**src/rtl/mul_add.sv**
```systemverilog
// mul_add: sequential shift-and-add multiply-accumulate.
// Computes result = multiplicand * multiplier + addend, consuming one
// multiplier bit per clock (LSB first). Fixed latency of WIDTH cycles
// after the start edge; done then holds the result until the next start.
//
// Handshake: start is a level sampled on every rising edge. Each edge
// that sees start=1 loads fresh operands and (re)starts the operation,
// discarding any operation in flight. done=1 marks result as valid and
// stays high until the next start edge or reset. The result output is
// only meaningful while done=1.

`ifndef WIDTH
`define WIDTH 4
`endif

module mul_add #(
  parameter int WIDTH = `WIDTH
) (
  input  logic               clk,
  input  logic               rst,
  input  logic               start,
  input  logic [WIDTH-1:0]   multiplicand,
  input  logic [WIDTH-1:0]   multiplier,
  input  logic [WIDTH-1:0]   addend,
  output logic               done,
  output logic [2*WIDTH-1:0] result,
  output logic [1:0]         dbg_state_o
);

  localparam int CW = $clog2(WIDTH + 1);
  localparam logic [CW-1:0] LAST_CNT = CW'(WIDTH - 1);

  typedef enum logic [1:0] {
    S_IDLE = 2'd0,
    S_BUSY = 2'd1,
    S_DONE = 2'd2
  } state_e;

  state_e               state_q, state_d;
  logic [2*WIDTH-1:0]   acc_q, acc_d;
  logic [2*WIDTH-1:0]   mcand_q, mcand_d;
  logic [WIDTH-1:0]     mplr_q, mplr_d;
  logic [CW-1:0]        count_q, count_d;

  // State and datapath registers; reset aborts any operation and clears all.
  always_ff @(posedge clk or posedge rst) begin
    if (rst) begin
      state_q <= S_IDLE;
      acc_q   <= '0;
      mcand_q <= '0;
      mplr_q  <= '0;
      count_q <= '0;
    end else begin
      state_q <= state_d;
      acc_q   <= acc_d;
      mcand_q <= mcand_d;
      mplr_q  <= mplr_d;
      count_q <= count_d;
    end
  end

  // Next-state and datapath: start always wins; BUSY does one add/shift step.
  always_comb begin
    state_d = state_q;
    acc_d   = acc_q;
    mcand_d = mcand_q;
    mplr_d  = mplr_q;
    count_d = count_q;

    if (start) begin
      state_d = S_BUSY;
      acc_d   = {{WIDTH{1'b0}}, addend};
      mcand_d = {{WIDTH{1'b0}}, multiplicand};
      mplr_d  = multiplier;
      count_d = '0;
    end else begin
      case (state_q)
        S_BUSY: begin
          // The final sum is at most 2^2W - 2^W, so this add never carries out.
          if (mplr_q[0]) begin
            acc_d = acc_q + mcand_q;
          end
          mcand_d = mcand_q << 1;
          mplr_d  = mplr_q >> 1;
          count_d = count_q + CW'(1);
          if (count_q == LAST_CNT) begin
            state_d = S_DONE;
          end
        end
        default: begin
          // IDLE and DONE hold everything until the next start.
          state_d = state_q;
        end
      endcase
    end
  end

  assign done        = (state_q == S_DONE);
  assign result      = acc_q;
  assign dbg_state_o = state_q;

endmodule

```
**config.mk**
```make
export PLATFORM = sky130hd
export DESIGN_NAME = mul_add
export DESIGN_NICKNAME = d
export VERILOG_FILES = /design/src/rtl/mul_add.sv
export SDC_FILE = /design/constraint.sdc
export NUM_CORES = 1
export LEC_CHECK = 0
export ABC_AREA = 1
export BUFFER_PORTS_ARGS = -buffer_cell sky130_fd_sc_hd__buf_2
export CAP_MARGIN = 40
export CORE_ASPECT_RATIO = 1.4
export CORE_MARGIN = 4
export CORE_UTILIZATION = 45
export CTS_BUF_LIST = sky130_fd_sc_hd__clkbuf_16
export CTS_CLUSTER_DIAMETER = 150
export DETAILED_ROUTE_END_ITERATION = 16
export GPL_TIMING_DRIVEN = 1
export PLACE_DENSITY = 0.71
export SYNTH_ARGS = -nofsm -noshare
export SYNTH_HDL_FRONTEND = slang
export SYNTH_SLANG_ARGS = --single-unit
export TNS_END_PERCENT = 30
```
**constraint.sdc**
```tcl
create_clock -name clk -period 3.4 [get_ports clk]
set_input_delay 0.68 -clock clk [delete_from_list [all_inputs] [get_ports clk]]
set_output_delay 0.68 -clock clk [all_outputs]
set_load 0.05 [all_outputs]
```
## Yosys cells after proc, flatten, opt, wreduce, memory -nomap -nowiden

Cells that the tools add are included.

| operators by class | value |
|---|---|
| add/subtract/negate cells | 2 |
| equal/unequal tests | 3 |
| muxes and demuxes | 12 |
| reductions and logical operators | 5 |

Operators by type and width:

| operator | number |
|---|---|
| $mux W8 | 5 |
| $add A8 B8 Y8 | 1 |
| $mux W4 | 2 |
| $mux W2 | 3 |
| $mux W3 | 2 |
| $reduce_bool A2 Y1 | 3 |
| $reduce_and A2 Y1 | 2 |
| $add A3 B1 Y3 const B | 1 |
| $eq A3 B2 Y1 const B | 1 |
| $eq A2 B1 Y1 const B | 1 |
| $eq A2 B2 Y1 const B | 1 |

| word-level totals | value |
|---|---|
| flip-flop bits (word level) | 25 |
| input bits | 15 |
| logic and storage cells | 27 |

## Longest topological paths before layout

| logic depth | value |
|---|---|
| depth in word-level cells | 4 |
| depth in mapped cells | 11 |
| mapped depth without buffers | 11 |

## Worst setup path before layout

Ideal clock, no wire load.

| path | value |
|---|---|
| path kind | reg-to-output |
| start point | register state_q[1], in the netlist dbg_state_o[1] |
| end point | output port done |
| arrival | 1.426 ns |
| data required time | 2.720 ns |
| setup slack | 1.294 ns |
| cell stages (with the launch flop) | 3 |
| path through | dfrtp_1 -> inv_1 -> nor2_1 |

| between the ends | value |
|---|---|
| longest elaborated chain between the ends | 1 |

RTL lines:

| item | RTL line | source |
|---|---|---|
| from (decl) | 39 | `state_e state_q, state_d;` |
| from (signal assigned) | 54 | `state_q <= state_d;` |
| $eq A2 B2 Y1 | 98 | `assign done = (state_q == S_DONE);` |
| to (decl) | 25 | `output logic done,` |

Every way passes these cells.

## Worst setup path after layout

| path | value |
|---|---|
| start point | register state_q[0], in the netlist dbg_state_o[0] |
| end point | output port done |

Same word-level chain as after synthesis.

==> flow_metrics.py <==
metrics = {
    "outcome": {
        "outcome": "finished clean",
    },
    "synthesis": {
        "avgSynthCellArea_sq_um": 8.62,
        "synth_cell_types": 31,
        "netlist_area_sq_um": 1420,
        "synthFlopType": "dfrtp_1",
        "synth_edf_count": 0,
        "netlist_instances": 165,
        "synth_seq_cells": 25,
        "yosysWarnings": 0,
        "yosysSeqAreaShare_pct": 44.0,
        "syn_nets": 190,
        "async_flop_share_pct": 100,
    },
    "timing": {
        "post-route-min-period_ns": 1.70,
        "hold_viol": 0,
        "report.final.slew_viol_count": 0,
        "finalClockSkew_ns": 0.00221,
        "finalSetupTns_ns": 0,
        "setup_viol": 0,
        "rsz0062_at_grt": "no",
        "holdWs_ns": 0.431,
        "tightest_slew_ns": 0.479,
        "fin_crit_sh_pct": 50.1,
        "max_freq_mhz": 587,
        "relSlewSlack_pct": 68.0,
    },
    "clocking": {
        "cts_tree": "built",
        "cts_resized": 0,
        "hold_buffers": 0,
        "cts_buffers": 3,
        "worstSkewPairLatency_ns": 0.25,
        "post_cts_buffers": 0,
        "numClockSinks": 25,
        "cts-root-buf": "clkbuf_16",
        "clk_pin_slew_worst_paths_ns": 0.06,
        "clock_path_buffers": 2,
        "htree_levels": 1,
    },
    "pwr": {
        "clkPwrFrac_pct": 19.2,
        "seqPwrFrac_pct": 33.1,
        "switching_share_pct": 44.0,
        "vdd_drop_max_uv": 441,
        "intPower_uw": 742,
        "cellLeakagePower_nw": 0.921,
        "p_per_area_nw_per_um2": 787,
        "power_mw": 1.33,
        "p_switching_uw": 583,
        "power_frac_comb_pct": 47.7,
    },
    "layout": {
        "drive_gt1_share_pct": 20.7,
        "final_cell_count_no_fill": 230,
        "antenna_cells": 0,
        "fin_nets": 219,
        "fillCellCount": 271,
        "utilization_pct": 56.8,
        "syn2layout_area_growth_pct": 18.4,
    },
    "floorplanning": {
        "die_x_um": 55.5,
        "placeableCoreArea_sq_um": 2960,
        "die_h_um": 74.5,
        "dieArea_sq_um": 4140,
        "ios": 26,
        "start_util_pct": 48.0,
        "rows": 23,
    },
    "place": {
        "dp_hpwl_mm": 2.39,
        "io_buffers": 25,
        "place_congestion": 0.846,
        "place_inst": 226,
    },
    "routing": {
        "wl_mm": 3.07,
        "ant_nets": 0,
        "drtIter0Drc": 34,
        "vias": 1178,
        "vias_per_cell": 5.12,
        "first_pass_iters": 6,
        "avgRoutedWirePerCell_um": 13.4,
        "drc_errors": 0,
    },
    "setup_path": {
        "critPathSlowestCell": "dfrtp_1",
        "crit_chain": "nor2_1, buf_2",
        "path_max_fanout": 4,
        "required_ns": 2.72,
        "crit_buf_inv": 1,
        "path_class": "reg -> out",
        "cp_data_arrival_time_ns": 1.02,
        "endpoint_kind": "output pin",
        "worstReg2RegStart": "result[0]",
        "worst_path_dominant_cell_family": "flip-flops",
        "critPathMaxStageDelay_ns": 0.40,
        "startpoint": "dbg_state_o[0]",
        "startpoint_type": "register",
    },
    "grt": {
        "grt_antenna_before_repair": 0,
        "overflow": 0,
        "grt_pass1_wl_mm": 5.40,
        "grt_max_degree": 17,
        "grt_usage_pct": 16.6,
        "grt_pass1_vias": 1166,
    },
    "hold_path": {
        "min_path_type": "in -> async",
    },
    "job": {
        "cap_violations": 0,
    },
}
logic make-up (layout without fill, tap and decap cells):
group / Yosys count / in the layout / synth area share [%]
buffers and inverters: 28 / 56 / 8.18
multiplexers: 1 / 1 / 0.704
adder cells (fa/ha/maj): 10 / 10 / 9.32
flip-flops: 25 / 25 / 44.0
AND/OR/NAND/NOR: 74 / 74 / 24.6
XOR/XNOR: 1 / 1 / 0.616
AO/OA/AOI/OAI: 26 / 26 / 12.6
power groups by stage:
stage | logic, mW | registers [mW] | clock network [mW]
2_1_floorplan | 0.349 | 0.577 | 0
3_5_place_dp | 0.629 | 0.442 | 0
5_1_grt | 0.701 | 0.451 | 0.271
4_1_cts | 0.636 | 0.439 | 0.259
6_report | 0.632 | 0.439 | 0.254
3_3_place_gp | 0.611 | 0.440 | 0
synth_stat cells, drive strengths merged (2+ instances only):
cell	number	area [sq um]
nand3	13	65.1
a22o	2	17.5
o211ai	3	22.5
nand2	46	191
buf	2	16.3
nand3b	2	15.0
o22ai	2	12.5
a21oi	6	30.0
or2	4	25.0
nor2	8	45.0
a22oi	5	37.5
dfrtp	25	626
o21ai	5	36.3
inv	26	100
ha	9	113
state kept, by name, summed over array words and instances (netlist names):
| name | flops |
|---|---|
| count_q | 3 |
| result | 8 |
| dbg_state_o | 2 |
| mplr_q | 4 |
| mcand_q | 8 |
worst paths after layout:
path                               to  slack, ns  depth (start not counted)
max                              done       1.70                          2
min                         mplr_q[3]       0.43                          2
max reg2reg                 result[4]       1.77                         10
min reg2reg                count_q[0]       0.49                          1
max in group asynchronous   result[1]       2.53                          3
min in group clk           count_q[0]       0.49                          1
cell usage in the layout (no fill, tap or decap):
cell       count
nand3_1       13
buf_2         25
o21ai_0        4
o211ai_1       3
o21ai_4        1
ha_1           9
o22ai_1        2
dfrtp_1       25
xnor2_1        1
inv_4          1
a22o_1         2
or2_0          1
nand2_1       44
clkbuf_16      3
inv_2          2
o221ai_1       1
inv_1         24
nand2_2        1
mux2i_1        1
or2_1          1
fa_1           1
a21oi_1        6
and2_4         1
nor2_1         6
nor2_4         2
a31oi_1        1
buf_16         1
o31ai_1        1
or2_2          2
nand3b_1       2
a22oi_1        5
nand2_8        1
layer usage:
layer  vias up  track usage (%)  routed length (um)
met4         0             9.73                  96
met1       544             20.8                1380
met2        26             27.8                1490
li1        598                -                   -
met5         -                0                   0
met3        10             2.08                 106
stage by stage:
stage	instance area, sq um	setup WS [ns]
6_report	1680	1.70
5_1_grt	1680	1.61
4_1_cts	1680	1.69
3_5_place_dp	1610	1.64
3_3_place_gp	1580	1.70
2_1_floorplan	1420	1.29
worst reg2reg max path: stages, from the launching register on:
cell     delay, ns
dfrtp_1       0.37
ha_1          0.19
inv_1         0.06
fa_1          0.36
inv_1         0.07
nand2_1       0.06
nand2_1       0.08
and2_4        0.14
or2_0         0.10
nand3_1       0.07
nand2_1       0.07
final cells by class:
class / instances / area [sq um] / share of cell area (%)
Clock inverter: 1 / 3.75 / 0.223
Clock buffer: 3 / 75.1 / 4.46
Sequential cell: 25 / 626 / 37.1
Tap cell: 37 / 46.3 / 2.75
Multi-Input combinational cell: 112 / 681 / 40.4
Inverter: 26 / 100 / 5.94
Timing Repair Buffer: 26 / 153 / 9.06
No activity file was read; power rests on OpenSTA's default activity.
